==> config.mk <==
export PLATFORM = sky130hd
export DESIGN_NAME = pixel_gain_ctrl
export DESIGN_NICKNAME = d
export VERILOG_FILES = /design/src/rtl/pixel_gain_ctrl.sv
export SDC_FILE = /design/constraint.sdc
export NUM_CORES = 1
export LEC_CHECK = 0
export ABC_AREA = 1
export ABC_CLOCK_PERIOD_IN_PS = 4200
export BUFFER_PORTS_ARGS = -buffer_cell sky130_fd_sc_hd__buf_2
export CAP_MARGIN = 20
export CORE_MARGIN = 3
export CORE_UTILIZATION = 40
export DETAILED_ROUTE_END_ITERATION = 6
export PLACE_DENSITY = 0.6
export SLEW_MARGIN = 15
export SYNTH_ARGS = -nofsm -noshare
export SYNTH_HDL_FRONTEND = slang
export SYNTH_SLANG_ARGS = --single-unit
==> constraint.sdc <==
create_clock -name clk -period 4.2 [get_ports clk]
set_clock_uncertainty 0.1 [all_clocks]
set_input_delay 0.84 -clock clk [delete_from_list [all_inputs] [get_ports clk]]
set_output_delay 0.84 -clock clk [all_outputs]
set_load 0.01 [all_outputs]
==> src/rtl/pixel_gain_ctrl.sv <==
// Per-pixel RGB gain stage: button-driven gain level committed at start-of-frame, 2-stage multiply/saturate.
// Define GAIN_AUTOREPEAT_EN to build the held-button auto-repeat counter.
module pixel_gain_ctrl #(
  parameter int DW       = 8,
  parameter int LW       = 4,
  parameter int FRAC     = 3,
  parameter int PW       = 24,
  parameter int HOLD_CYC = 25000000
) (
  input  logic          clk,
  input  logic          rst_n,
  input  logic          inc,
  input  logic          dec,
  input  logic          sof_in,
  input  logic          in_valid,
  input  logic [DW-1:0] r,
  input  logic [DW-1:0] g,
  input  logic [DW-1:0] b,
  input  logic [PW-1:0] pass_in,
  output logic          out_valid,
  output logic [DW-1:0] outR,
  output logic [DW-1:0] outG,
  output logic [DW-1:0] outB,
  output logic [PW-1:0] pass_thru,
  output logic          sof_out,
  output logic [LW-1:0] level_out,
  output logic [LW-1:0] active_level_out
);

  localparam int PRW = DW + LW;
  localparam int QW  = PRW - FRAC;
  localparam logic [LW-1:0] LVL_MAX = '1;
  localparam logic [LW-1:0] LVL_RST = ((1 << FRAC) > (2**LW - 1)) ? LVL_MAX : LW'(1 << FRAC);

  if (HOLD_CYC < 1) begin : g_hold_chk
    $error("HOLD_CYC must be at least 1");
  end

  function automatic logic [DW-1:0] sat_scale(input logic [PRW-1:0] p);
    logic [QW-1:0] q;
    q = QW'(p >> FRAC);
    if (q > QW'(2**DW - 1)) return '1;
    return q[DW-1:0];
  endfunction

  logic          inc_q, dec_q;
  logic [LW-1:0] pend_q, pend_d, act_q, act_d;
  logic          inc_rise, dec_rise, step_up, step_dn;

  assign inc_rise = inc & ~inc_q;
  assign dec_rise = dec & ~dec_q;

`ifdef GAIN_AUTOREPEAT_EN
  localparam int HC_W = (HOLD_CYC > 1) ? $clog2(HOLD_CYC) : 1;
  logic [HC_W-1:0] hold_q, hold_d;
  logic            rep_up_q, rep_up_d, rep_dn_q, rep_dn_d;

  // The repeat request is registered and only honoured if the same button is still held alone.
  always_comb begin
    hold_d   = '0;
    rep_up_d = 1'b0;
    rep_dn_d = 1'b0;
    if ((inc ^ dec) && !inc_rise && !dec_rise) begin
      if (hold_q == HC_W'(HOLD_CYC - 1)) begin
        rep_up_d = inc;
        rep_dn_d = dec;
      end else begin
        hold_d = hold_q + 1'b1;
      end
    end
  end

  always_ff @(posedge clk) begin
    if (!rst_n) begin
      hold_q   <= '0;
      rep_up_q <= 1'b0;
      rep_dn_q <= 1'b0;
    end else begin
      hold_q   <= hold_d;
      rep_up_q <= rep_up_d;
      rep_dn_q <= rep_dn_d;
    end
  end

  assign step_up = (inc_rise & ~dec) | (rep_up_q & inc & ~dec);
  assign step_dn = (dec_rise & ~inc) | (rep_dn_q & dec & ~inc);
`else
  assign step_up = inc_rise & ~dec;
  assign step_dn = dec_rise & ~inc;
`endif

  // Commit takes the pending level as registered this cycle, so a same-cycle step waits a frame.
  always_comb begin
    pend_d = pend_q;
    if (step_up && pend_q != LVL_MAX)  pend_d = pend_q + 1'b1;
    else if (step_dn && pend_q != '0)  pend_d = pend_q - 1'b1;
    act_d = (in_valid && sof_in) ? pend_q : act_q;
  end

  always_ff @(posedge clk) begin
    if (!rst_n) begin
      inc_q  <= 1'b0;
      dec_q  <= 1'b0;
      pend_q <= LVL_RST;
      act_q  <= LVL_RST;
    end else begin
      inc_q  <= inc;
      dec_q  <= dec;
      pend_q <= pend_d;
      act_q  <= act_d;
    end
  end

  assign level_out        = pend_q;
  assign active_level_out = act_q;

  // Stage 1: multiply by the next-state active level
  logic [PRW-1:0] mr_p1, mg_p1, mb_p1;
  logic [PW-1:0]  pass_p1;
  logic           vld_p1, sof_p1;

  always_ff @(posedge clk) begin
    if (!rst_n) begin
      vld_p1 <= 1'b0;
      sof_p1 <= 1'b0;
    end else begin
      vld_p1 <= in_valid;
      sof_p1 <= in_valid & sof_in;
    end
  end

  always_ff @(posedge clk) begin
    mr_p1   <= PRW'(r) * PRW'(act_d);
    mg_p1   <= PRW'(g) * PRW'(act_d);
    mb_p1   <= PRW'(b) * PRW'(act_d);
    pass_p1 <= pass_in;
  end

  // Stage 2: drop fractional bits and clip to channel range
  always_ff @(posedge clk) begin
    if (!rst_n) begin
      out_valid <= 1'b0;
      sof_out   <= 1'b0;
      outR      <= '0;
      outG      <= '0;
      outB      <= '0;
      pass_thru <= '0;
    end else begin
      out_valid <= vld_p1;
      sof_out   <= sof_p1;
      outR      <= sat_scale(mr_p1);
      outG      <= sat_scale(mg_p1);
      outB      <= sat_scale(mb_p1);
      pass_thru <= pass_p1;
    end
  end

endmodule

==> out/metrics.cfg <==
[floorplan]
die-height_um=126.2
start_util_pct=41.31
coreArea_um2=13990
io_pins=112
row_count=43
die_area_um2=15920
die_x_um=126.2

[worst_setup_path]
worstPathMaxFanout=7
slowest_delay_ns=0.58
cp_cell_sequence=buf_2 > nand2_2 > nand2_1 > o21ai_1 > inv_1 > nand2_1 > fa_1 > inv_1 > fa_1 > inv_1 > fa_1 > o21ai_0 > nand4_1 > nand3_1 > xor2_1
crit_buf_inv=4
critPathCaptureType=flip-flop
crit_arrival_ns=3.97
cpLargestDelayFamily=adder cells
worstSetupPathType=primary input to flip-flop
cp_slowest_cell=fa_1
start_kind=primary input
critPathRequiredTime_ns=4.43

[final_layout]
insertedDiodeCount=0
nets=973
register_area_um2=2262
multi_input_area_um2=2940
fillers=1330
final_cell_mix=inv_1 (133), nor2_1 (133), nand2_1 (126)
area_growth_pct=24.04
drive_gt1_share_pct=20.45
fin_util_pct=51.23

[placed_design]
routabilityCongestion=0.8403
place_hpwl_mm=9.264
io_buffer_count=111

[global_routing]
grtUsageTotal_pct=15.49
grt_pass1_wl_mm=20.07
grt_overflow=0
grt_pass1_vias=4314
antenna_found_initial=0
grt_start_max_net_pins=34

[power_and_ir_drop]
ir_drop_mv=0.2904
seq_power_share_pct=36.7
switching_power_mw=1.154
p_per_area_nw_per_um2=510.9
p_clk_share_pct=37.3
p_sw_share_pct=31.53
power_mw=3.661
power.internal_mw=2.507
combPwrFrac_pct=26.0
leakage_nw=4.025

[sta]
slew_headroom_pct=38.58
rsz0062_at_grt=no
fmax_mhz=267.8
period_needed_ns=3.734
timing.final.hold_violations=0
hold_ws_ns=0.3084
setup_violations=0
period_share_pct=88.90
fin_tns_setup_ns=0
finalMaxSlewViolations=0
tightest_slew_ns=0.9203

[clock_network]
cts_htree_levels=4
cts.path.max_buffers=2
post_cts_buffers=0
cts_inserted_buffers=17
cts_tree=built
clk_pin_slew_worst_paths_ns=0.06
cts_hold_buf=0
clock_sinks=113
clk_latency_ns=0.41
post_cts_resized=0
root_buffer=clkbuf_16

[yosys]
synth_area_um2=5778
synth_seq_cells=113
yosysWarningCount=0
syn_avg_cell_area_um2=8.150
yosysSeqAreaShare_pct=39.15
ys_types=27
synth_fp_nets=844
postSynthCellCount=709

[routing]
routedWlPerCell_um=11.54
viasPerCell=4.369
drtPass1Iterations=4
drt_wl_total_mm=11.90
drtIter0Drc=197
drc=0
ant_nets=0
dr_total_vias=4504

[flow_run]
drv_cap=0

[run_status]
status=finished clean

[hold_path]
hold_path_class=flip-flop to flip-flop

==> cells by family after synthesis <==
family	share of synthesized area, %
flops	39.15
xor+xnor	2.880
buf+inv	9.961
fa+ha+maj	22.35
simple gates	21.89
compound gates	3.768
==> Yosys cell counts <==
cell / number / area (µm²)
inv_1: 133 / 499.2
nor2_1: 133 / 499.2
nand2_1: 126 / 473.0
dfxtp_1: 113 / 2262
ha_1: 44 / 550.5
fa_1: 37 / 740.7
nand3_1: 28 / 140.1
a21oi_1: 24 / 120.1
xor2_1: 13 / 113.9
o21ai_0: 11 / 55.05
clkbuf_1: 6 / 22.52
nand2_2: 6 / 37.54
xnor2_1: 6 / 52.55
buf_1: 5 / 18.77
buf_2: 4 / 20.02
nand4_1: 3 / 18.77
nor2_4: 3 / 33.78
nor3_1: 3 / 15.01
o21bai_1: 3 / 22.52
buf_6: 1 / 11.26
inv_2: 1 / 3.750
nand2_4: 1 / 11.26
nand3_2: 1 / 10.01
nor2_2: 1 / 6.260
nor2_8: 1 / 20.02
o21ai_2: 1 / 8.760
o21bai_2: 1 / 11.26
==> state kept, by name, summed over array words and instances, names as in the netlist <==
register and cells:
outB 8, mg_p1 9, vld_p1 1, mr_p1 9
sof_out 1, level_out 4, active_level_out 4, out_valid 1
outG 8, pass_p1 24, inc_q 1, outR 8
sof_p1 1, mb_p1 9, dec_q 1, pass_thru 24
==> worst reg2reg max path: cells and delay by family, from the launching register on <==
family          cells  cell delay [ns]
compound gates      1             0.33
xor+xnor            1             0.13
fa+ha+maj           3             1.51
buf+inv             4             0.39
flops               1             0.47
simple gates        5             0.58
==> metrics by stage <==
| step | setup slack [ns] | cells | area, µm² |
|---|---|---|---|
| CTS | 0.4840 | 1031 | 7167 |
| global route | 0.1715 | 1031 | 7167 |
| floorplan | 0.3517 | 709 | 5778 |
| detailed placement | 0.07786 | 999 | 6599 |
| global placement | 0.08404 | 999 | 6599 |
| finish | 0.4661 | 1031 | 7167 |
==> final timing paths <==
kind	startpoint	end	slack, ns	cells after the start
max	in_valid	mr_p1[10]	0.47	15
min	pass_p1[12]	pass_thru[12]	0.31	2
max reg2reg	level_out[1]	mr_p1[10]	0.61	14
min reg2reg	pass_p1[12]	pass_thru[12]	0.31	2
==> final cells by class <==
class / count / area share [%]
Timing Repair Buffer: 126 / 9.323
Multi-Input combinational cell: 446 / 41.03
Sequential cell: 113 / 31.56
Inverter: 134 / 7.018
Tap cell: 180 / 3.142
Clock inverter: 14 / 1.798
Clock buffer: 18 / 6.128
==> power by group through the flow <==
stage	registers [mW]	clock network, mW	logic (mW)
floorplan	1.40	0	0.637
global placement	1.37	0	0.956
detailed placement	1.37	0	0.963
CTS	1.35	1.40	0.970
global route	1.37	1.46	1.10
finish	1.34	1.36	0.952
==> per-layer routing <==
metal	up-vias	wire length, µm	global-route usage (%)
met5	-	0	0
met4	0	150	4.543
met3	9	644	3.902
met2	115	5402	24.66
met1	2004	5697	20.93
li1	2376	-	-
No activity file was read; power rests on OpenSTA's default activity.
